==> config.mk <==
export PLATFORM = sky130hd
export DESIGN_NAME = load_store_unit_flat
export DESIGN_NICKNAME = d
export VERILOG_FILES = /design/src/rtl/load_store_unit_pkg.sv /design/src/rtl/load_store_unit_if.sv /design/src/rtl/load_store_unit_align.sv /design/src/rtl/load_store_unit.sv /design/src/flat_wrapper.sv
export SDC_FILE = /design/constraint.sdc
export NUM_CORES = 1
export LEC_CHECK = 0
export CORE_MARGIN = 3
export CORE_UTILIZATION = 30
export DETAILED_ROUTE_END_ITERATION = 16
export PLACE_DENSITY = 0.64
export SYNTH_ARGS = -nofsm -noshare
export SYNTH_HDL_FRONTEND = slang
export SYNTH_HIERARCHICAL = 1
export SYNTH_SLANG_ARGS = --single-unit
==> constraint.sdc <==
create_clock -name clk -period 2.8 [get_ports clk]
set_input_delay 0.84 -clock clk [delete_from_list [all_inputs] [get_ports clk]]
set_output_delay 0.84 -clock clk [all_outputs]
set_load 0.01 [all_outputs]
==> src/rtl/load_store_unit_pkg.sv <==
// Shared encodings and decode helpers for the RV32I load/store unit.
// The misalignment helper is only consulted when LSU_MISALIGN_TRAP_EN is defined.
package load_store_unit_pkg;

   localparam int WORD_LEN  = 32;
   localparam int ADDR_SIZE = 32;

   localparam logic [2:0] LSU_F3_B  = 3'b000;
   localparam logic [2:0] LSU_F3_H  = 3'b001;
   localparam logic [2:0] LSU_F3_W  = 3'b010;
   localparam logic [2:0] LSU_F3_BU = 3'b100;
   localparam logic [2:0] LSU_F3_HU = 3'b101;

   typedef enum logic [1:0] {
      LSU_IDLE = 2'b00,
      LSU_BUSY = 2'b01,
      LSU_RESP = 2'b10
   } lsu_state_e;

   // Unsigned variants exist only for loads.
   function automatic logic lsu_f3_ok(input logic we, input logic [2:0] f3);
      logic ok;
      case (f3)
         LSU_F3_B, LSU_F3_H, LSU_F3_W: ok = 1'b1;
         LSU_F3_BU, LSU_F3_HU:         ok = ~we;
         default:                      ok = 1'b0;
      endcase
      return ok;
   endfunction

   function automatic logic lsu_misaligned(input logic [2:0] f3, input logic [1:0] lo);
      logic mis;
      case (f3)
         LSU_F3_H, LSU_F3_HU: mis = lo[0];
         LSU_F3_W:            mis = (lo != 2'b00);
         default:             mis = 1'b0;
      endcase
      return mis;
   endfunction

endpackage

==> src/rtl/load_store_unit_if.sv <==
// Core-side request/response and memory-side req/ack bundle of the load/store unit.
interface load_store_unit_if;
   import load_store_unit_pkg::*;

   logic                 req_valid;
   logic                 req_we;
   logic [2:0]           req_funct3;
   logic [ADDR_SIZE-1:0] req_addr;
   logic [WORD_LEN-1:0]  req_wdata;
   logic                 stall;
   logic                 rsp_valid;
   logic [WORD_LEN-1:0]  rsp_rdata;
   logic                 rsp_err;
   logic                 rsp_misalign;
   logic                 mem_req;
   logic                 mem_we;
   logic [3:0]           mem_be;
   logic [ADDR_SIZE-1:0] mem_addr;
   logic [WORD_LEN-1:0]  mem_wdata;
   logic                 mem_ack;
   logic [WORD_LEN-1:0]  mem_rdata;

   modport slave (
      input  req_valid, req_we, req_funct3, req_addr, req_wdata, mem_ack, mem_rdata,
      output stall, rsp_valid, rsp_rdata, rsp_err, rsp_misalign,
      output mem_req, mem_we, mem_be, mem_addr, mem_wdata
   );

   modport master (
      output req_valid, req_we, req_funct3, req_addr, req_wdata, mem_ack, mem_rdata,
      input  stall, rsp_valid, rsp_rdata, rsp_err, rsp_misalign,
      input  mem_req, mem_we, mem_be, mem_addr, mem_wdata
   );

endinterface

==> src/rtl/load_store_unit_align.sv <==
// Combinational byte-lane steering for stores and select/extend for loads.
module load_store_unit_align
   import load_store_unit_pkg::*;
(
   input  logic [2:0]          funct3,
   input  logic [1:0]          addr_lo,
   input  logic [WORD_LEN-1:0] wdata,
   input  logic [WORD_LEN-1:0] rdata,
   output logic [3:0]          be,
   output logic [WORD_LEN-1:0] wdata_lanes,
   output logic [WORD_LEN-1:0] rdata_ext
);

   logic [7:0]  byte_s;
   logic [15:0] half_s;

   // Store steering is keyed on access size (funct3[1:0]).
   always_comb begin
      be          = 4'b1111;
      wdata_lanes = wdata;
      case (funct3[1:0])
         2'b00: begin
            be          = 4'b0001 << addr_lo;
            wdata_lanes = {4{wdata[7:0]}};
         end
         2'b01: begin
            be          = addr_lo[1] ? 4'b1100 : 4'b0011;
            wdata_lanes = {2{wdata[15:0]}};
         end
         default: begin
            be          = 4'b1111;
            wdata_lanes = wdata;
         end
      endcase
   end

   // Load lane select followed by sign or zero extension.
   always_comb begin
      byte_s    = 8'h00;
      half_s    = addr_lo[1] ? rdata[31:16] : rdata[15:0];
      rdata_ext = 32'h0000_0000;
      case (addr_lo)
         2'b00:   byte_s = rdata[7:0];
         2'b01:   byte_s = rdata[15:8];
         2'b10:   byte_s = rdata[23:16];
         default: byte_s = rdata[31:24];
      endcase
      case (funct3)
         LSU_F3_B:  rdata_ext = {{24{byte_s[7]}}, byte_s};
         LSU_F3_H:  rdata_ext = {{16{half_s[15]}}, half_s};
         LSU_F3_W:  rdata_ext = rdata;
         LSU_F3_BU: rdata_ext = {24'h00_0000, byte_s};
         LSU_F3_HU: rdata_ext = {16'h0000, half_s};
         default:   rdata_ext = 32'h0000_0000;
      endcase
   end

endmodule

==> src/rtl/load_store_unit.sv <==
// One-access-at-a-time load/store unit: IDLE -> BUSY -> RESP FSM with BUSY timeout.
// Define LSU_MISALIGN_TRAP_EN to reject misaligned halfword/word accesses instead of truncating.
module load_store_unit
   import load_store_unit_pkg::*;
#(
   parameter int unsigned TIMEOUT_CYCLES = 255
) (
   input logic              clk,
   input logic              rst,
   load_store_unit_if.slave bus
);

   localparam logic [7:0] TO_LAST = 8'(TIMEOUT_CYCLES - 1);
   localparam logic       TO_EN   = (TIMEOUT_CYCLES != 0);

   lsu_state_e          state_r, state_s;
   logic [2:0]          acc_f3_r;
   logic [1:0]          acc_lo_r;
   logic [7:0]          cnt_r;
   logic                mem_req_r, mem_we_r;
   logic [3:0]          mem_be_r;
   logic [ADDR_SIZE-1:0] mem_addr_r;
   logic [WORD_LEN-1:0] mem_wdata_r, rsp_rdata_r;
   logic                rsp_valid_r, rsp_err_r, rsp_misalign_r;

   logic                idle_s, bad_f3_s, misalign_s, timeout_s;
   logic [2:0]          sel_f3_s;
   logic [1:0]          sel_lo_s;
   logic [3:0]          be_s;
   logic [WORD_LEN-1:0] wdata_s, rdata_s;

   assign idle_s   = (state_r == LSU_IDLE);
   assign sel_f3_s = idle_s ? bus.req_funct3 : acc_f3_r;
   assign sel_lo_s = idle_s ? bus.req_addr[1:0] : acc_lo_r;
   assign bad_f3_s = ~lsu_f3_ok(bus.req_we, bus.req_funct3);
`ifdef LSU_MISALIGN_TRAP_EN
   assign misalign_s = ~bad_f3_s & lsu_misaligned(bus.req_funct3, bus.req_addr[1:0]);
`else
   assign misalign_s = 1'b0;
`endif
   assign timeout_s = TO_EN && (cnt_r == TO_LAST) && !bus.mem_ack;

   load_store_unit_align u_align (
      .funct3      (sel_f3_s),
      .addr_lo     (sel_lo_s),
      .wdata       (bus.req_wdata),
      .rdata       (bus.mem_rdata),
      .be          (be_s),
      .wdata_lanes (wdata_s),
      .rdata_ext   (rdata_s)
   );

   // FSM state register.
   always_ff @(posedge clk) begin
      if (rst) begin
         state_r <= LSU_IDLE;
      end else begin
         state_r <= state_s;
      end
   end

   // FSM next-state logic; an ack beats a same-cycle timeout.
   always_comb begin
      state_s = state_r;
      case (state_r)
         LSU_IDLE: begin
            if (bus.req_valid) begin
               state_s = (bad_f3_s || misalign_s) ? LSU_RESP : LSU_BUSY;
            end else begin
               state_s = LSU_IDLE;
            end
         end
         LSU_BUSY: begin
            if (bus.mem_ack || timeout_s) begin
               state_s = LSU_RESP;
            end else begin
               state_s = LSU_BUSY;
            end
         end
         LSU_RESP: state_s = LSU_IDLE;
         default:  state_s = LSU_IDLE;
      endcase
   end

   // Access latch, memory-side outputs, response registers and timeout counter.
   always_ff @(posedge clk) begin
      if (rst) begin
         acc_f3_r       <= 3'b000;
         acc_lo_r       <= 2'b00;
         cnt_r          <= 8'h00;
         mem_req_r      <= 1'b0;
         mem_we_r       <= 1'b0;
         mem_be_r       <= 4'b0000;
         mem_addr_r     <= 32'h0000_0000;
         mem_wdata_r    <= 32'h0000_0000;
         rsp_valid_r    <= 1'b0;
         rsp_rdata_r    <= 32'h0000_0000;
         rsp_err_r      <= 1'b0;
         rsp_misalign_r <= 1'b0;
      end else begin
         case (state_r)
            LSU_IDLE: begin
               if (bus.req_valid) begin
                  acc_f3_r <= bus.req_funct3;
                  acc_lo_r <= bus.req_addr[1:0];
                  cnt_r    <= 8'h00;
                  if (bad_f3_s || misalign_s) begin
                     rsp_valid_r    <= 1'b1;
                     rsp_err_r      <= bad_f3_s;
                     rsp_misalign_r <= misalign_s;
                     rsp_rdata_r    <= 32'h0000_0000;
                  end else begin
                     mem_req_r   <= 1'b1;
                     mem_we_r    <= bus.req_we;
                     mem_be_r    <= be_s;
                     mem_addr_r  <= {bus.req_addr[31:2], 2'b00};
                     mem_wdata_r <= bus.req_we ? wdata_s : 32'h0000_0000;
                  end
               end
            end
            LSU_BUSY: begin
               if (bus.mem_ack) begin
                  mem_req_r   <= 1'b0;
                  rsp_valid_r <= 1'b1;
                  rsp_err_r   <= 1'b0;
                  rsp_rdata_r <= mem_we_r ? 32'h0000_0000 : rdata_s;
               end else if (timeout_s) begin
                  mem_req_r   <= 1'b0;
                  rsp_valid_r <= 1'b1;
                  rsp_err_r   <= 1'b1;
                  rsp_rdata_r <= 32'h0000_0000;
               end else begin
                  cnt_r <= cnt_r + 8'd1;
               end
            end
            LSU_RESP: begin
               rsp_valid_r    <= 1'b0;
               rsp_err_r      <= 1'b0;
               rsp_misalign_r <= 1'b0;
               rsp_rdata_r    <= 32'h0000_0000;
               mem_we_r       <= 1'b0;
               mem_be_r       <= 4'b0000;
               mem_addr_r     <= 32'h0000_0000;
               mem_wdata_r    <= 32'h0000_0000;
            end
            default: begin
               mem_req_r   <= 1'b0;
               rsp_valid_r <= 1'b0;
            end
         endcase
      end
   end

   assign bus.stall        = (idle_s && bus.req_valid) || (state_r == LSU_BUSY);
   assign bus.rsp_valid    = rsp_valid_r;
   assign bus.rsp_rdata    = rsp_rdata_r;
   assign bus.rsp_err      = rsp_err_r;
   assign bus.rsp_misalign = rsp_misalign_r;
   assign bus.mem_req      = mem_req_r;
   assign bus.mem_we       = mem_we_r;
   assign bus.mem_be       = mem_be_r;
   assign bus.mem_addr     = mem_addr_r;
   assign bus.mem_wdata    = mem_wdata_r;

endmodule
==> src/flat_wrapper.sv <==
// flat-port wrapper written by rule: the top's interface ports become plain ports
module load_store_unit_flat import load_store_unit_pkg::*;
#(
   parameter int unsigned TIMEOUT_CYCLES = 255
)
  (clk, rst, bus_req_valid, bus_req_we, bus_req_funct3, bus_req_addr, bus_req_wdata, bus_mem_ack, bus_mem_rdata, bus_stall, bus_rsp_valid, bus_rsp_rdata, bus_rsp_err, bus_rsp_misalign, bus_mem_req, bus_mem_we, bus_mem_be, bus_mem_addr, bus_mem_wdata);
  load_store_unit_if bus_i ();
  input logic clk;
  input logic rst;
  input wire logic [$bits(bus_i.req_valid)-1:0] bus_req_valid;
  input wire logic [$bits(bus_i.req_we)-1:0] bus_req_we;
  input wire logic [$bits(bus_i.req_funct3)-1:0] bus_req_funct3;
  input wire logic [$bits(bus_i.req_addr)-1:0] bus_req_addr;
  input wire logic [$bits(bus_i.req_wdata)-1:0] bus_req_wdata;
  input wire logic [$bits(bus_i.mem_ack)-1:0] bus_mem_ack;
  input wire logic [$bits(bus_i.mem_rdata)-1:0] bus_mem_rdata;
  output wire logic [$bits(bus_i.stall)-1:0] bus_stall;
  output wire logic [$bits(bus_i.rsp_valid)-1:0] bus_rsp_valid;
  output wire logic [$bits(bus_i.rsp_rdata)-1:0] bus_rsp_rdata;
  output wire logic [$bits(bus_i.rsp_err)-1:0] bus_rsp_err;
  output wire logic [$bits(bus_i.rsp_misalign)-1:0] bus_rsp_misalign;
  output wire logic [$bits(bus_i.mem_req)-1:0] bus_mem_req;
  output wire logic [$bits(bus_i.mem_we)-1:0] bus_mem_we;
  output wire logic [$bits(bus_i.mem_be)-1:0] bus_mem_be;
  output wire logic [$bits(bus_i.mem_addr)-1:0] bus_mem_addr;
  output wire logic [$bits(bus_i.mem_wdata)-1:0] bus_mem_wdata;
  assign bus_i.req_valid = bus_req_valid;
  assign bus_i.req_we = bus_req_we;
  assign bus_i.req_funct3 = bus_req_funct3;
  assign bus_i.req_addr = bus_req_addr;
  assign bus_i.req_wdata = bus_req_wdata;
  assign bus_i.mem_ack = bus_mem_ack;
  assign bus_i.mem_rdata = bus_mem_rdata;
  assign bus_stall = bus_i.stall;
  assign bus_rsp_valid = bus_i.rsp_valid;
  assign bus_rsp_rdata = bus_i.rsp_rdata;
  assign bus_rsp_err = bus_i.rsp_err;
  assign bus_rsp_misalign = bus_i.rsp_misalign;
  assign bus_mem_req = bus_i.mem_req;
  assign bus_mem_we = bus_i.mem_we;
  assign bus_mem_be = bus_i.mem_be;
  assign bus_mem_addr = bus_i.mem_addr;
  assign bus_mem_wdata = bus_i.mem_wdata;
  load_store_unit #(.TIMEOUT_CYCLES(TIMEOUT_CYCLES)) u_core (.clk(clk), .rst(rst), .bus(bus_i));
endmodule
==> run summary, run 1 <==
diode count = 0
top cells by area, synth = dfxtp_1, a22o_1, mux2i_1
slew margin rel. = 0.622
Async S/R FF share, synth = 0
all-layer global routing usage = 0.166
final net count = 917
cts hold-fix bufs = 0
worst slew pin tran = 0.565 ns
final cell count without fillers = 1080
IO Pins = 210
Inst Count DP = 1048
top post-synthesis cells by count = dfxtp_1, nand2_1, a22o_1, mux2i_1, nand2b_1
slowest CP cell = clkdlybuf4s50_1
total congestion overflow = 0
Setup WS pre-CTS = -0.116 ns
routability cong. = 0.840
register clock-pin slew on the reported worst setup and hold paths = 0.06 ns
crit-path max FO = 2
YS warnings = 6
share of the synthesized area in the top cell type = 0.401
Final setup viols = 0
post-synthesis cell type count = 54
final slew viol count = 0
Vias = 5181
vias per cell = 4.80
WP data required = 1.96 ns
port bufs = 206
slowest stage delay, CP = 0.47 ns
final hold slack = 0.453 ns
CP Cell Sequence = clkdlybuf4s50_1, nand2_1, nand2b_1, dlygate4sd2_1
cell family with most CP delay = buffers and inverters
Max Fclk = 391 MHz
Total Power = 5.11 mW
H-tree depth = 4
Final Core Density = 0.469
initial antenna violation count = 1
flops & latches, synth = 117
final worst path period need = 2.56 ns
met3 Use GR = 0.0501
clk sink count = 117
# rows = 50
die height = 146 um
met2 Resource Use GR = 0.252
Crit Path Class = input port to output pin
DRC Markers = 0
critical path endpoint category = output pin
top cell type by total area after synthesis = dfxtp_1
CTS tree = done
MaxCap Viol Count = 0
final WL = 17.9 mm
CTS max path bufs = 2
Final ANT Viol Nets = 0
Worst EP arrival = 1.72 ns
status = completed
fin area = 0.00885 sq mm
Worst Hold Class = flip-flop to flip-flop
first-pass GRT wire length = 28.2 mm
TritonCTS Buffers = 17
vias in the first global route = 5036
drt pass-1 iters = 4
DRT iter0 DRCs = 238
main flop type after synthesis = dfxtp_1
GR peak layer = met2
grt met1 use = 0.221
skew final = 0.00807 ns
routed length per instance = 16.6 um
die footprint = 0.0212 sq mm
post-synthesis sequential area ratio = 0.401
Startpoint Class = input port
Leak = 3.34 nW
HPWL Detailed = 12.6 mm
die width = 146 um
Placed Area = 0.00825 sq mm
most common cell in the netlist = dfxtp_1
RSZ-0062 raised after global routing = no
clock root buffer = clkbuf_16
postcts setup bufs = 0
mapped cell area = 0.00584 sq mm
proportion of layout cells with a drive suffix above 1 = 0.156
post-CTS resize count = 2
Syn Inst Count = 607
Core Box Area = 0.0189 sq mm
fin crit share = 0.913
pwr/cell area = 577 mW/mm^2
Final TNS setup = 0 ns
largest net degree at the start of global routing = 68
clk_lat worst skew = 0.41 ns
PnR worst setup slack = 0.242 ns
Final Hold Vio Count = 0
area grow syn2layout = 51.5%
filler cell count = 1828
Max VDD drop = 0.380 mV
number of synthesized flops with an enable pin = 0
Syn Area/Cell = 9.62 sq um
Initial Util = 0.309
WP buf/inv = 2
## worst paths after layout
| check | start | end | slack (ns) | cells past startpoint |
|---|---|---|---|---|
| max | bus_req_valid | bus_stall | 0.24 | 4 |
| min | u_core/bus.mem_req | u_core/bus.mem_req | 0.45 | 2 |
| max reg2reg | u_core/state_r[0] | u_core/bus.rsp_rdata[13] | 0.36 | 9 |
| min reg2reg | u_core/bus.mem_req | u_core/bus.mem_req | 0.45 | 2 |
## logic make-up after synthesis
logic type / Yosys count / share of synthesized area
AOI/OAI and AO/OA: 159 / 0.218
adders and majority gates: 6 / 0.0129
buffers and inverters: 69 / 0.0634
DFF: 117 / 0.401
muxes: 89 / 0.161
other: 1 / 0.000642
and+or+nand+nor: 166 / 0.143
## placed cells by master, fill, tap and decap left out, types with 10 or more instances in the layout
master	netlist	final
clkbuf_16	0	17
inv_1	10	10
mux2i_1	51	51
a22o_1	66	66
dfxtp_1	117	117
mux2_2	37	37
nand2_1	89	89
buf_4	16	24
a211oi_1	11	11
a21oi_1	21	21
clkdlybuf4s50_1	0	205
o21ai_0	12	12
a211oi_2	10	10
nand2b_1	38	38
## flip-flops by register name (all words and copies together) (netlist names)
register / count
u_core/bus.mem_wdata: 32
u_core/bus.rsp_rdata: 32
u_core/bus.mem_addr: 30
u_core/cnt_r: 8
u_core/bus.mem_be: 4
u_core/acc_f3_r: 3
u_core/acc_lo_r: 2
u_core/state_r: 2
u_core/bus.mem_req: 1
u_core/bus.mem_we: 1
u_core/bus.rsp_err: 1
u_core/bus.rsp_valid: 1
## layout make-up
class | count | area [sq um] | area share
clock inverter | 15 | 171 | 0.0194
timing repair buffer | 238 | 2400 | 0.271
sequential | 117 | 2340 | 0.265
multi-input combinational | 423 | 3150 | 0.356
tap | 260 | 325 | 0.0367
inverter | 10 | 37.5 | 0.00424
clock buffer | 17 | 425 | 0.0481
## layer usage
metal	wire length, um	vias to the layer above
met1	8170	2396
met5	13	-
met2	8080	162
li1	-	2589
met3	1240	32
met4	446	2
## worst reg2reg max path: stages (launching register included)
cell	delay (ns)
dfxtp_1	0.33
inv_1	0.09
ha_2	0.32
mux2_2	0.42
buf_4	0.16
mux2i_1	0.31
o22a_1	0.40
a22oi_1	0.15
nand2_1	0.08
mux2i_1	0.07
## report_power, final
group	switching (mW)	internal, mW
Clock	0.866	1.33
Sequential	0.0365	1.74
Combinational	0.537	0.604
Total	1.44	3.67
(Power assumes the default switching activity.)
==> run 2, diff against run 1 <==
HOLD_SLACK_MARGIN = 0.08   (was unset)
SLEW_MARGIN = 30   (was unset)
==> results of run 2 <==
The final DEF is identical to that of run 1; final timing and power are the same.
==> RTL change: new RTL, config.mk and constraints of run 1 <==
Add a define of `LSU_MISALIGN_TRAP_EN`.
--- a/src/rtl/load_store_unit.sv
+++ b/src/rtl/load_store_unit.sv
@@ -1,5 +1,7 @@
 // One-access-at-a-time load/store unit: IDLE -> BUSY -> RESP FSM with BUSY timeout.
 // Define LSU_MISALIGN_TRAP_EN to reject misaligned halfword/word accesses instead of truncating.
+`define LSU_MISALIGN_TRAP_EN
+
 module load_store_unit
    import load_store_unit_pkg::*;
 #(
Formal check against the unedited RTL: not equivalent (Yosys sat finds a counterexample within 4 cycles, from zero or initial values and one cycle with rst high).
==> RTL change against run 1 <==
Critical path depth increased by 2. Cell area increased by 1.3%. Setup slack worse by 0.095 ns. Synthesized area rose by 0.66%. Sequential cell count rose by 1. Register-to-register slack gained 0.10 ns. Routed wire length grew 2.8%. Total power down 2.5%. Non-clock buffer count is 10 higher. Critical path type is now reg -> out. Critical endpoint unchanged. Largest cell class unchanged. Largest power group unchanged.
==> RTL change: results (changes against run 1) <==
[global_routing]
grt_max_degree = 68  ; unchanged
antenna_found_initial = 1  ; unchanged
grt_pass1_vias = 5224  ; +3.7%
grt_pass1_wl_mm = 28.7  ; +1.8%
grt_usage = 0.168  ; +0.00239

[power_and_ir_drop]
p_total_uw = 4990  ; -2.5%
intPower_uw = 3640  ; -0.85%
vdd_ir_drop_max_mv = 0.373  ; -1.7%
pg_comb_uw = 1010  ; -11%
clk-power_uw = 2210
leakage_uw = 0.00340  ; +1.8%
power.density_nw_per_um2 = 556  ; -3.8%

[clocking]
cts_buffers = 17  ; unchanged
cts_root_buf = clkbuf_16
htreeDepth = 4  ; unchanged
clk_pin_slew_worst_paths_ns = 0.06  ; about the same
clockBufferDepth = 2  ; unchanged

[placed_design]
placed_cells = 1057  ; +0.86%
place.gp.congestion = 0.783  ; -6.8%
detailed_place_hpwl_mm = 13.2  ; +4.2%
pre_cts_slack_ns = -0.114  ; +0.00245 ns
io_buffers = 207  ; +0.49%
dpl_cell_area_um2 = 8350  ; +1.2%

[critical_path]
arrival_ns = 1.81  ; +0.09 ns
cp_top_family = buffers and inverters
worstPathMaxFanout = 8  ; +6
cpPeakStageDelay_ns = 0.52  ; +0.05 ns
rr_startpoint = u_core/state_r[1]$_SDFF_PP0_
ff2ff_setup_slack_ns = 0.46  ; +0.10 ns
timing.rr.end = u_core/bus.rsp_rdata[9]$_SDFFE_PP0P_
reg2reg_depth = 9  ; unchanged

[cells_and_area]
n_fill_cell = 1801  ; -1.5%
finalNetCount = 927  ; +1.1%
drive_gt1_frac = 0.164  ; +0.00776

[yosys]
ys_seq_area_frac = 0.402  ; +0.000760
yosysUniqueCellTypes = 53  ; -1.9%
yosys_warnings = 6  ; unchanged
synth_commonest_cells = 118 x dfxtp_1, 89 x nand2_1, 66 x a22o_1
async_reset_ff_frac = 0  ; unchanged
yosys-top-cells-area = dfxtp_1 40%, a22o_1 9.8%, mux2i_1 8.3%
syn_inst = 609  ; +0.33%

[hold_path]
holdPathEnd = u_core/acc_lo_r[0]$_SDFFE_PP0P_
hold_start = u_core/acc_lo_r[0]$_SDFFE_PP0P_
holdPathStages = 2  ; unchanged
hold_path_class = reg -> reg

[timing]
slew_headroom = 0.623  ; +0.000955
skew_ns = 0.00856  ; +0.000492 ns

[route]
routed_wirelength_mm = 18.5  ; +2.8%
via_per_inst = 4.87  ; +1.6%
first_pass_iters = 5  ; +1
drtIter0Drc = 197  ; -17%
routedWlPerCell_um = 16.9  ; +1.8%

[outcome]
status = complete, no violations

RTL change: final cells by class:
| type | count | share of cell area |
|---|---|---|
| multi-input cells | 423 | 0.351 |
| repair buffers | 248 | 0.279 |
| flip-flops and latches | 118 | 0.263 |
| clock buffers | 19 | 0.0505 |
| well taps | 260 | 0.0363 |
| clock inverters | 13 | 0.0162 |
| inverters | 9 | 0.00377 |
| diodes | 1 | 0.000279 |
RTL change: cells by family (layout without fill, tap and decap cells):
kind of cell,after synthesis,in the layout,synth area share
AO/OA/AOI/OAI,164,164,0.223
buffers and inverters,69,289,0.0691
flip-flops,118,118,0.402
AND/OR/NAND/NOR,163,163,0.134
multiplexers,88,88,0.159
adder cells (fa/ha/maj),6,6,0.0128
other,1,3,0.000638
RTL change: metal layers:
layer,share of wire,routed length (µm),GRT usage
met3,0.076,1400,0.0579
met2,0.47,8610,0.269
met1,0.45,8300,0.217
met5,0,0,0
met4,0.0077,142,0.0461
RTL change: through the flow:
step / hold WS [ns] / TNS [ns]
after CTS: 0.453 / 0
final: 0.450 / 0
after floorplan: 0.434 / 0
after global placement: 0.441 / -2.47
after detailed placement: 0.446 / -4.83
after global routing: 0.477 / 0
RTL change: worst max path at each step:
stage	start	end	slack, ns	cells after the start
global placement	bus_req_valid	bus_stall	-0.10	4
global route	u_core/state_r[1]$_SDFF_PP0_	bus_stall	0.04	6
floorplan	u_core/state_r[0]$_SDFF_PP0_	u_core/bus.rsp_rdata[16]$_SDFFE_PP0P_	0.29	11
detailed placement	bus_req_valid	bus_stall	-0.11	4
finish	u_core/state_r[1]$_SDFF_PP0_	bus_stall	0.15	6
CTS	u_core/state_r[0]$_SDFF_PP0_	bus_stall	0.05	6
RTL change: repair_timing:
item	in CTS	in global routing
setup endpoints to repair	1	1
setup buffers	0	1
resized for setup	3	2
pin swaps	0	1
